[src/rtl/dcmac_0_axis_pkt_gen_buffer_ctx_mc_if.sv]
// Request/response bundle for the per-ID byte-buffer context tracker.
// The master modport issues requests and flushes; the slave modport returns registered responses.
interface dcmac_0_axis_pkt_gen_buffer_ctx_mc_if #(
  parameter int ID_W   = 3,
  parameter int SIZE_W = 8
);
  logic              i_valid;
  logic [ID_W-1:0]   i_id;
  logic [SIZE_W-1:0] i_size;
  logic              i_flush;
  logic [ID_W-1:0]   i_flush_id;
  logic              o_valid;
  logic [ID_W-1:0]   o_id;
  logic [SIZE_W-1:0] o_buf_size;
  logic [SIZE_W-1:0] o_buf_idx;
  logic              o_dat_req;
  logic              o_err;

  modport master (
    output i_valid, i_id, i_size, i_flush, i_flush_id,
    input  o_valid, o_id, o_buf_size, o_buf_idx, o_dat_req, o_err
  );

  modport slave (
    input  i_valid, i_id, i_size, i_flush, i_flush_id,
    output o_valid, o_id, o_buf_size, o_buf_idx, o_dat_req, o_err
  );
endinterface

[src/rtl/dcmac_0_axis_pkt_gen_buffer_ctx_mc.sv]
// Per-ID byte-buffer context tracker: reports the pre-request (size, idx) of each stream's
// current data line, signals when a new line must be fetched, and supports flush and error rejection.
module dcmac_0_axis_pkt_gen_buffer_ctx_mc #(
  parameter int NUM_ID       = 8,
  parameter int ID_W         = 3,
  parameter int BUF_BYTES    = 192,
  parameter int SIZE_W       = 8,
  parameter int EAGER_REFILL = 0
) (
  input  logic clk,
  input  logic rst_n,
  dcmac_0_axis_pkt_gen_buffer_ctx_mc_if.slave bus
);
  // Table covers the full id space so any id indexes it safely; entries >= NUM_ID are never written.
  localparam int DEPTH = 1 << ID_W;
  localparam logic [SIZE_W:0] BUF_EXT = (SIZE_W+1)'(BUF_BYTES);

  logic [SIZE_W-1:0] ctx_size [DEPTH];
  logic [SIZE_W-1:0] ctx_idx  [DEPTH];

  // One extra bit of headroom keeps N - S and X + N exact before they are folded back into range.
  function automatic void next_ctx(
    input  logic [SIZE_W:0]   s,
    input  logic [SIZE_W:0]   x,
    input  logic [SIZE_W:0]   n,
    output logic              need,
    output logic [SIZE_W-1:0] s_nx,
    output logic [SIZE_W-1:0] x_nx
  );
    logic [SIZE_W:0] x_w;
    need = (n > s) || ((EAGER_REFILL != 0) && (n == s));
    s_nx = SIZE_W'(need ? (BUF_EXT - (n - s)) : (s - n));
    x_w  = need ? (n - s) : (x + n);
    x_nx = (x_w == BUF_EXT) ? '0 : SIZE_W'(x_w);
  endfunction

  logic              vld_p0;
  logic              id_ok_p0;
  logic              size_ok_p0;
  logic              ok_p0;
  logic              need_p0;
  logic              flush_ok_p0;
  logic [SIZE_W-1:0] s_p0;
  logic [SIZE_W-1:0] x_p0;
  logic [SIZE_W-1:0] s_nx_p0;
  logic [SIZE_W-1:0] x_nx_p0;

  // Stage p0: combinational context read and next-state computation.
  always_comb begin
    vld_p0      = bus.i_valid;
    id_ok_p0    = int'(bus.i_id) < NUM_ID;
    size_ok_p0  = (bus.i_size != '0) && ({1'b0, bus.i_size} <= BUF_EXT);
    ok_p0       = id_ok_p0 && size_ok_p0;
    flush_ok_p0 = bus.i_flush && (int'(bus.i_flush_id) < NUM_ID);
    s_p0        = ctx_size[bus.i_id];
    x_p0        = ctx_idx[bus.i_id];
    need_p0     = 1'b0;
    s_nx_p0     = '0;
    x_nx_p0     = '0;
    next_ctx({1'b0, s_p0}, {1'b0, x_p0}, {1'b0, bus.i_size}, need_p0, s_nx_p0, x_nx_p0);
  end

  // Stage p1: context write-back and registered response.
  always_ff @(posedge clk or negedge rst_n) begin
    if (!rst_n) begin
      for (int i = 0; i < DEPTH; i++) begin
        ctx_size[i] <= '0;
        ctx_idx[i]  <= '0;
      end
      bus.o_valid    <= 1'b0;
      bus.o_id       <= '0;
      bus.o_buf_size <= '0;
      bus.o_buf_idx  <= '0;
      bus.o_dat_req  <= 1'b0;
      bus.o_err      <= 1'b0;
    end else begin
      if (vld_p0 && ok_p0) begin
        ctx_size[bus.i_id] <= s_nx_p0;
        ctx_idx[bus.i_id]  <= x_nx_p0;
      end
      // Issued after the request write so a same-id flush overrides the stored result.
      if (flush_ok_p0) begin
        ctx_size[bus.i_flush_id] <= '0;
        ctx_idx[bus.i_flush_id]  <= '0;
      end
      bus.o_valid    <= vld_p0;
      bus.o_id       <= vld_p0 ? bus.i_id : '0;
      bus.o_err      <= vld_p0 && !ok_p0;
      bus.o_dat_req  <= vld_p0 && ok_p0 && need_p0;
      bus.o_buf_size <= (vld_p0 && ok_p0) ? s_p0 : '0;
      bus.o_buf_idx  <= (vld_p0 && ok_p0) ? x_p0 : '0;
    end
  end
endmodule

[src/flat_wrapper.sv]
// flat-port wrapper written by rule: the top's interface ports become plain ports
module dcmac_0_axis_pkt_gen_buffer_ctx_mc_flat 
#(
  parameter int NUM_ID       = 8,
  parameter int ID_W         = 3,
  parameter int BUF_BYTES    = 192,
  parameter int SIZE_W       = 8,
  parameter int EAGER_REFILL = 0
)
  (clk, rst_n, bus_i_valid, bus_i_id, bus_i_size, bus_i_flush, bus_i_flush_id, bus_o_valid, bus_o_id, bus_o_buf_size, bus_o_buf_idx, bus_o_dat_req, bus_o_err);
  dcmac_0_axis_pkt_gen_buffer_ctx_mc_if #(.ID_W(ID_W), .SIZE_W(SIZE_W)) bus_i ();
  input  logic clk;
  input  logic rst_n;
  input wire logic [$bits(bus_i.i_valid)-1:0] bus_i_valid;
  input wire logic [$bits(bus_i.i_id)-1:0] bus_i_id;
  input wire logic [$bits(bus_i.i_size)-1:0] bus_i_size;
  input wire logic [$bits(bus_i.i_flush)-1:0] bus_i_flush;
  input wire logic [$bits(bus_i.i_flush_id)-1:0] bus_i_flush_id;
  output wire logic [$bits(bus_i.o_valid)-1:0] bus_o_valid;
  output wire logic [$bits(bus_i.o_id)-1:0] bus_o_id;
  output wire logic [$bits(bus_i.o_buf_size)-1:0] bus_o_buf_size;
  output wire logic [$bits(bus_i.o_buf_idx)-1:0] bus_o_buf_idx;
  output wire logic [$bits(bus_i.o_dat_req)-1:0] bus_o_dat_req;
  output wire logic [$bits(bus_i.o_err)-1:0] bus_o_err;
  assign bus_i.i_valid = bus_i_valid;
  assign bus_i.i_id = bus_i_id;
  assign bus_i.i_size = bus_i_size;
  assign bus_i.i_flush = bus_i_flush;
  assign bus_i.i_flush_id = bus_i_flush_id;
  assign bus_o_valid = bus_i.o_valid;
  assign bus_o_id = bus_i.o_id;
  assign bus_o_buf_size = bus_i.o_buf_size;
  assign bus_o_buf_idx = bus_i.o_buf_idx;
  assign bus_o_dat_req = bus_i.o_dat_req;
  assign bus_o_err = bus_i.o_err;
  dcmac_0_axis_pkt_gen_buffer_ctx_mc #(.NUM_ID(NUM_ID), .ID_W(ID_W), .BUF_BYTES(BUF_BYTES), .SIZE_W(SIZE_W), .EAGER_REFILL(EAGER_REFILL)) u_core (.clk(clk), .rst_n(rst_n), .bus(bus_i));
endmodule
[config.mk]
export PLATFORM = sky130hd
export DESIGN_NAME = dcmac_0_axis_pkt_gen_buffer_ctx_mc_flat
export DESIGN_NICKNAME = d
export VERILOG_FILES = /design/src/rtl/dcmac_0_axis_pkt_gen_buffer_ctx_mc_if.sv /design/src/rtl/dcmac_0_axis_pkt_gen_buffer_ctx_mc.sv /design/src/flat_wrapper.sv
export SDC_FILE = /design/constraint.sdc
export NUM_CORES = 1
export LEC_CHECK = 0
export BUFFER_PORTS_ARGS = -buffer_cell sky130_fd_sc_hd__buf_4
export CORE_MARGIN = 2
export CORE_UTILIZATION = 35
export DETAILED_ROUTE_END_ITERATION = 7
export RECOVER_POWER = 50
export SLEW_MARGIN = 10
export SYNTH_ARGS = -nofsm -noshare
export SYNTH_HDL_FRONTEND = slang
export SYNTH_SLANG_ARGS = --single-unit
[constraint.sdc]
create_clock -name clk -period 8.3 [get_ports clk]
set_input_delay 1.66 -clock clk [delete_from_list [all_inputs] [get_ports clk]]
set_output_delay 1.66 -clock clk [all_outputs]
set_load 0.02 [all_outputs]
# After elaboration in Yosys (flattened, before gate mapping)
# Cells that the tools add are included.
# op_classes
add_sub_neg,4
order_cmp,6
n_eq_ne,1
n_mux,22
bitwise,5
n_reduce_logical,8
# ops
op,n
two-way mux 64 bit,4
bitwise AND 64 bit,2
bitwise mux 64 bit,2
two-way mux 8 bit,10
NOT 64 bit,1
binary-select mux 8 bit (select 3 bit),2
demux 8 bit (select 3 bit),2
adder 8 x 8 -> 9 bit,1
"equality test 9 x 8 -> 1 bit, second input constant",1
two-way mux 9 bit,1
subtractor 8 x 8 -> 9 bit,1
"greater-or-equal comparator 4 bit, second input constant",2
greater-than comparator 8 bit,1
"<= comparator 8 bit, second input constant",1
"< comparator 4 x 1 -> 1 bit, second input constant",2
NOT 3 -> 4 bit,2
nonzero test 8 bit,1
subtractor 8 bit,1
"subtractor 8 bit, first input constant",1
logical AND 1 bit,6
two-way mux 3 bit,1
zero test 1 bit,1
# word_totals
ff_bits,150
in_bits,18
output_inout_bits,22
word_cells,68

# Depth between registers and ports, before layout
# logic_depth
word_depth,12
depth_mapped,19
depth_no_buf,17

# Least setup slack after synthesis
# No wires, ideal clock.
# synth_path
kind,input -> register
from,input bus_i_id[0]
to,register u_core.ctx_size[60] in the netlist's numbering
setup_time_ps,138
t_arrival_ps,5130
t_required_ps,8162
setup_slack_ps,3031
cell_stages,16
n_path_buf,3
path_cell_list,buf_2 -> buf_1 -> mux2_2 -> a222oi_1 -> nor2_1 -> a21oi_1 -> inv_1 -> ha_1 -> nand2b_1 -> a21oi_4 -> a211oi_2 -> a41oi_2 -> buf_6 -> mux2i_1 -> xor2_2 -> a21oi_1
# synth_via
elab_chain_cells,11
elab_cells_between_ends,18
classes_between,add/sub: 3; order compare: 3; mux: 9; bitwise: 2; reduce/logical: 1
# synth_rtl
element,line,rtl
"start, declared",flat_wrapper.sv:15,input wire logic [$bits(bus_i.i_id)-1:0] bus_i_id;
NOT 3 -> 4 bit (implied by the code) (*),"dcmac_0_axis_pkt_gen_buffer_ctx_mc.sv:55, dcmac_0_axis_pkt_gen_buffer_ctx_mc.sv:78",
binary-select mux 8 bit (select 3 bit),dcmac_0_axis_pkt_gen_buffer_ctx_mc.sv:55,s_p0 = ctx_size[bus.i_id];
two-way mux 8 bit (implied by the code) (2 in a row),dcmac_0_axis_pkt_gen_buffer_ctx_mc.sv:55,
subtractor 8 x 8 -> 9 bit,dcmac_0_axis_pkt_gen_buffer_ctx_mc.sv:32,s_nx = SIZE_W'(need ? (BUF_EXT - (n - s)) : (s - n));
subtractor 8 bit,dcmac_0_axis_pkt_gen_buffer_ctx_mc.sv:32,
two-way mux 8 bit,dcmac_0_axis_pkt_gen_buffer_ctx_mc.sv:32,
bitwise mux 64 bit (*),dcmac_0_axis_pkt_gen_buffer_ctx_mc.sv:78,ctx_size[bus.i_id] <= s_nx_p0;
two-way mux 64 bit (*),dcmac_0_axis_pkt_gen_buffer_ctx_mc.sv:77,if (vld_p0 && ok_p0) begin
bitwise AND 64 bit (no source line),n/a,
two-way mux 64 bit (*),dcmac_0_axis_pkt_gen_buffer_ctx_mc.sv:82,if (flush_ok_p0) begin
"end signal, assigned by index",dcmac_0_axis_pkt_gen_buffer_ctx_mc.sv:78,
"end, declared",dcmac_0_axis_pkt_gen_buffer_ctx_mc.sv:18,logic [SIZE_W-1:0] ctx_size [DEPTH];
# Every way passes the cells marked *; elsewhere a longest branch is shown, timed or not. The select of a mux whose other input is x is not followed.

# Final worst setup path
# layout_path
from,input bus_i_id[2]
to,register u_core.ctx_idx[6] in the netlist's numbering
# layout_via
elab_chain_cells,12
elab_cells_between_ends,22
classes_between,add/sub: 2; order compare: 3; eq/ne: 1; mux: 13; bitwise: 2; reduce/logical: 1
# layout_rtl
element,line,rtl
NOT 3 -> 4 bit (implied by the code) (*),"dcmac_0_axis_pkt_gen_buffer_ctx_mc.sv:55, dcmac_0_axis_pkt_gen_buffer_ctx_mc.sv:56, dcmac_0_axis_pkt_gen_buffer_ctx_mc.sv:79",
"binary-select mux 8 bit (select 3 bit), on equally long branches","dcmac_0_axis_pkt_gen_buffer_ctx_mc.sv:56, dcmac_0_axis_pkt_gen_buffer_ctx_mc.sv:55",
"two-way mux 8 bit, on equally long branches (2 in a row)","dcmac_0_axis_pkt_gen_buffer_ctx_mc.sv:56, dcmac_0_axis_pkt_gen_buffer_ctx_mc.sv:55",
"adder 8 x 8 -> 9 bit, or another cell as far along",dcmac_0_axis_pkt_gen_buffer_ctx_mc.sv:33,x_w = need ? (n - s) : (x + n);
two-way mux 9 bit,dcmac_0_axis_pkt_gen_buffer_ctx_mc.sv:33,
equality test 9 x 8 -> 1 bit,dcmac_0_axis_pkt_gen_buffer_ctx_mc.sv:34,x_nx = (x_w == BUF_EXT) ? '0 : SIZE_W'(x_w);
two-way mux 8 bit,dcmac_0_axis_pkt_gen_buffer_ctx_mc.sv:34,
bitwise mux 64 bit (*),dcmac_0_axis_pkt_gen_buffer_ctx_mc.sv:79,ctx_idx[bus.i_id] <= x_nx_p0;
two-way mux 64 bit (*),dcmac_0_axis_pkt_gen_buffer_ctx_mc.sv:77,
bitwise AND 64 bit (no source line),n/a,
two-way mux 64 bit (*),dcmac_0_axis_pkt_gen_buffer_ctx_mc.sv:82,
"end signal, assigned by index",dcmac_0_axis_pkt_gen_buffer_ctx_mc.sv:79,
"end, declared",dcmac_0_axis_pkt_gen_buffer_ctx_mc.sv:19,logic [SIZE_W-1:0] ctx_idx [DEPTH];
# Marks and branches as above.

==> results.sh <==
export IMPL_status="finished with violations"
export IMPL_violations="max-capacitance violations, max-slew violations"
export IMPL_num_io_pins=40
export IMPL_hold_violations=0
export IMPL_area_growth_pct=12.9
export IMPL_syn_area_mm2=0.00833
export IMPL_drt_pass1_iterations=5
export IMPL_cp_required_ns=8.56
export IMPL_final_period_utilization_pct=77.8
export IMPL_tns_ns=0
export IMPL_slew_violations=100
export IMPL_cellLeakagePower_nw=3.95
export IMPL_avgViaCountPerCell=5.63
export IMPL_grt_use_total_pct=21.1
export IMPL_core_area_mm2=0.0234
export IMPL_path_buf_inv=5
export IMPL_path_max_fanout=31
export IMPL_clk_pin_slew_ns=0.06
export IMPL_ant_nets=0
export IMPL_ys_warn_count=0
export IMPL_synthFlopType="dfrtp_1"
export IMPL_grt_pass1_vias=6543
export IMPL_arrival_ns=6.72
export IMPL_maxCapViolCount=1
export IMPL_cts_made_buffers=17
export IMPL_path_cells="buf_4 -> clkinv_1 -> buf_4 -> nor2_1 -> buf_4 -> a221o_1 -> a222oi_1 -> inv_1 -> ha_1 -> nor2_1 -> a21oi_4 -> a211oi_2 -> a41oi_2 -> nor4_2 -> a21oi_1 -> o32ai_1"
export IMPL_cts_resized=0
export IMPL_tightest_slew_ns=5.41
export IMPL_grt_ovfl_total=0
export IMPL_drt_initial_drc_count=618
export IMPL_syn_inst=854
export IMPL_max_slew_margin_pct=-261
export IMPL_drc=0
export IMPL_crit_family="compound AO/OA/AOI/OAI gates"
export IMPL_endpoint_kind="flop"
export IMPL_critPathLaunchType="input pin"
export IMPL_wl_um=25100
export IMPL_synth_distinct_cells=78
export IMPL_max_freq_mhz=155
export IMPL_cts_root_buf="clkbuf_16"
export IMPL_vdd_drop_max_mv=0.145
export IMPL_rows=56
export IMPL_dieArea_mm2=0.0250
export IMPL_syn_nets=899
export IMPL_max_clock_path_buffers=2
export IMPL_place_area_mm2=0.00890
export IMPL_cts_tree="done"
export IMPL_crit_slowest_cell="a41oi_2"
export IMPL_power_mw=2.92
export IMPL_vias=6762
export IMPL_start_util_pct=35.6
export IMPL_die_h_um=158
export IMPL_worstSkewPairLatency_ns=0.43
export IMPL_antenna_found_initial=0
export IMPL_wire_per_inst_um=20.9
export IMPL_min_path_type="flop to flop"
export IMPL_cp_common_cell="buf_4"
export IMPL_gp_congestion=0.866
export IMPL_rsz0062_at_grt="false"
export IMPL_hold_buffers=0
export IMPL_avgSynthCellArea_um2=9.75
export IMPL_critPathMaxStageDelay_ns=0.68
export IMPL_grt_start_max_net_pins=100
export IMPL_clock_skew_ns=0.0124
export IMPL_cts_max_level=4
export IMPL_async_reset_ff_share_pct=100
export IMPL_ys_ff_latch=150
export IMPL_ys_seq_area_share_pct=45.1
export IMPL_insertedDiodeCount=0
export IMPL_drive_gt1_share_pct=13.7
export IMPL_critical_path_class="input pin to flop"
export IMPL_nNetsFinal=915
export IMPL_final_area_mm2=0.00940
export IMPL_portBuffers=39
export IMPL_cts_sinks=150
export IMPL_fin_crit_ns=6.46
export IMPL_power_density_mw_per_mm2=311
export IMPL_place_hpwl_um=16700
export IMPL_setup_viol_count_final=0
export IMPL_die_w_um=158
export IMPL_postCtsSetupRepairBufs=0
export IMPL_synth_edf_count=0
export IMPL_grt_pass1_wl_um=39300
through the flow:
stage | hold slack, ns | instances | utilization [%] | worst slack (ns)
floorplan | 0.480 | 854 | - | 3.03
global placement | 0.501 | 1170 | 38.0 | 1.59
detailed placement | 0.511 | 1170 | 38.0 | 1.56
CTS | 0.529 | 1201 | 40.6 | 2.00
global route | 0.554 | 1201 | 40.2 | 0.863
finish | 0.524 | 1201 | 40.2 | 1.84
placed cells by master (no fill, tap or decap), drive strengths merged, types with 24 or more instances in the layout:
cell and instances:
inv 31, dfrtp 150, nor2 140, o21ai 44, buf 29, ha 24, nand2 52, a211oi 77
clkbuf 42, a21oi 54, mux2i 29
sequential cells by signal (all words and copies together), names as in the netlist:
register	count
u_core.ctx_size	64
u_core.bus.o_dat_req	1
u_core.bus.o_id	3
u_core.bus.o_buf_size	8
u_core.bus.o_err	1
u_core.bus.o_valid	1
u_core.bus.o_buf_idx	8
u_core.ctx_idx	64
worst register-to-register path, delay by kind of cell (launching register included):
kind / cells / cell delay [ns]
AOI/OAI and AO/OA: 7 / 2.75
adders and majority gates: 1 / 0.61
buffers and inverters: 1 / 0.10
DFF: 1 / 0.38
muxes: 1 / 0.27
and+or+nand+nor: 2 / 0.30
where the power goes:
group | leakage, nW | switching, mW | internal [mW] | total, mW
sequential | 1.91 | 0.104 | 0.932 | 1.04
clock | 0.295 | 0.347 | 0.461 | 0.808
combinational | 1.74 | 0.688 | 0.390 | 1.08
total | 3.95 | 1.14 | 1.78 | 2.92
cell usage after synthesis, types with 5 or more instances:
cell type | number | area (µm²)
nor3_1 | 8 | 40.0
mux2_2 | 17 | 191
a21oi_1 | 51 | 255
inv_1 | 23 | 86.3
nand2b_1 | 5 | 31.3
ha_1 | 24 | 300
dfrtp_1 | 150 | 3750
a21o_1 | 8 | 60.1
buf_1 | 7 | 26.3
xor2_1 | 8 | 70.1
o32ai_1 | 9 | 78.8
nand2_1 | 51 | 191
buf_2 | 18 | 90.1
a31oi_1 | 9 | 56.3
o22ai_1 | 14 | 87.6
xnor2_1 | 8 | 70.1
mux2i_1 | 27 | 270
a211oi_2 | 10 | 125
a22oi_1 | 9 | 67.6
nor2b_1 | 16 | 100
nor2_1 | 138 | 518
nand3_1 | 13 | 65.1
a221oi_1 | 15 | 131
clkbuf_1 | 24 | 90.1
o21ai_0 | 43 | 215
a211oi_1 | 67 | 503
cell families (layout without fill, tap and decap cells):
logic type | Yosys count | after routing | share of synthesized area (%)
multiplexers | 49 | 49 | 6.69
AND/OR/NAND/NOR | 261 | 261 | 14.4
flip-flops | 150 | 150 | 45.1
AO/OA/AOI/OAI | 268 | 268 | 22.9
XOR/XNOR | 19 | 19 | 2.27
buffers and inverters | 80 | 108 | 4.37
adder cells (fa/ha/maj) | 27 | 27 | 4.33
area by class of cell:
type | count | area, µm²
Clock buffer | 18 | 439
Clock inverter | 13 | 161
Fill cell | 2354 | 14000
Inverter | 24 | 90.1
Multi-Input combinational cell | 624 | 4250
Sequential cell | 150 | 3750
Tap cell | 319 | 399
Timing Repair Buffer | 53 | 308
path summary, 6_finish.rpt:
kind,slack [ns],start,end,cells after the start
worst max-delay path,1.84,bus_i_id[2],u_core.ctx_idx[6]$_DFF_PN0_,16
worst min-delay path,0.52,u_core.ctx_size[2]$_DFF_PN0_,u_core.ctx_size[2]$_DFF_PN0_,2
worst max register to register,3.71,u_core.ctx_size[10]$_DFF_PN0_,u_core.ctx_idx[6]$_DFF_PN0_,12
worst min register to register,0.52,u_core.ctx_size[2]$_DFF_PN0_,u_core.ctx_size[2]$_DFF_PN0_,2
max in group asynchronous,2.09,rst_n,u_core.ctx_idx[35]$_DFF_PN0_,1
min in group asynchronous,3.20,rst_n,u_core.ctx_size[39]$_DFF_PN0_,1
layer usage:
layer | GRT usage [%] | up-vias | share of wire [%]
met4 | 4.29 | 0 | 0.81
met5 | 0 | - | 0
met1 | 31.1 | 3322 | 48
li1 | - | 3151 | -
met3 | 5.15 | 20 | 7.5
met2 | 31.4 | 269 | 44
No activity file was read; power rests on OpenSTA's default activity.
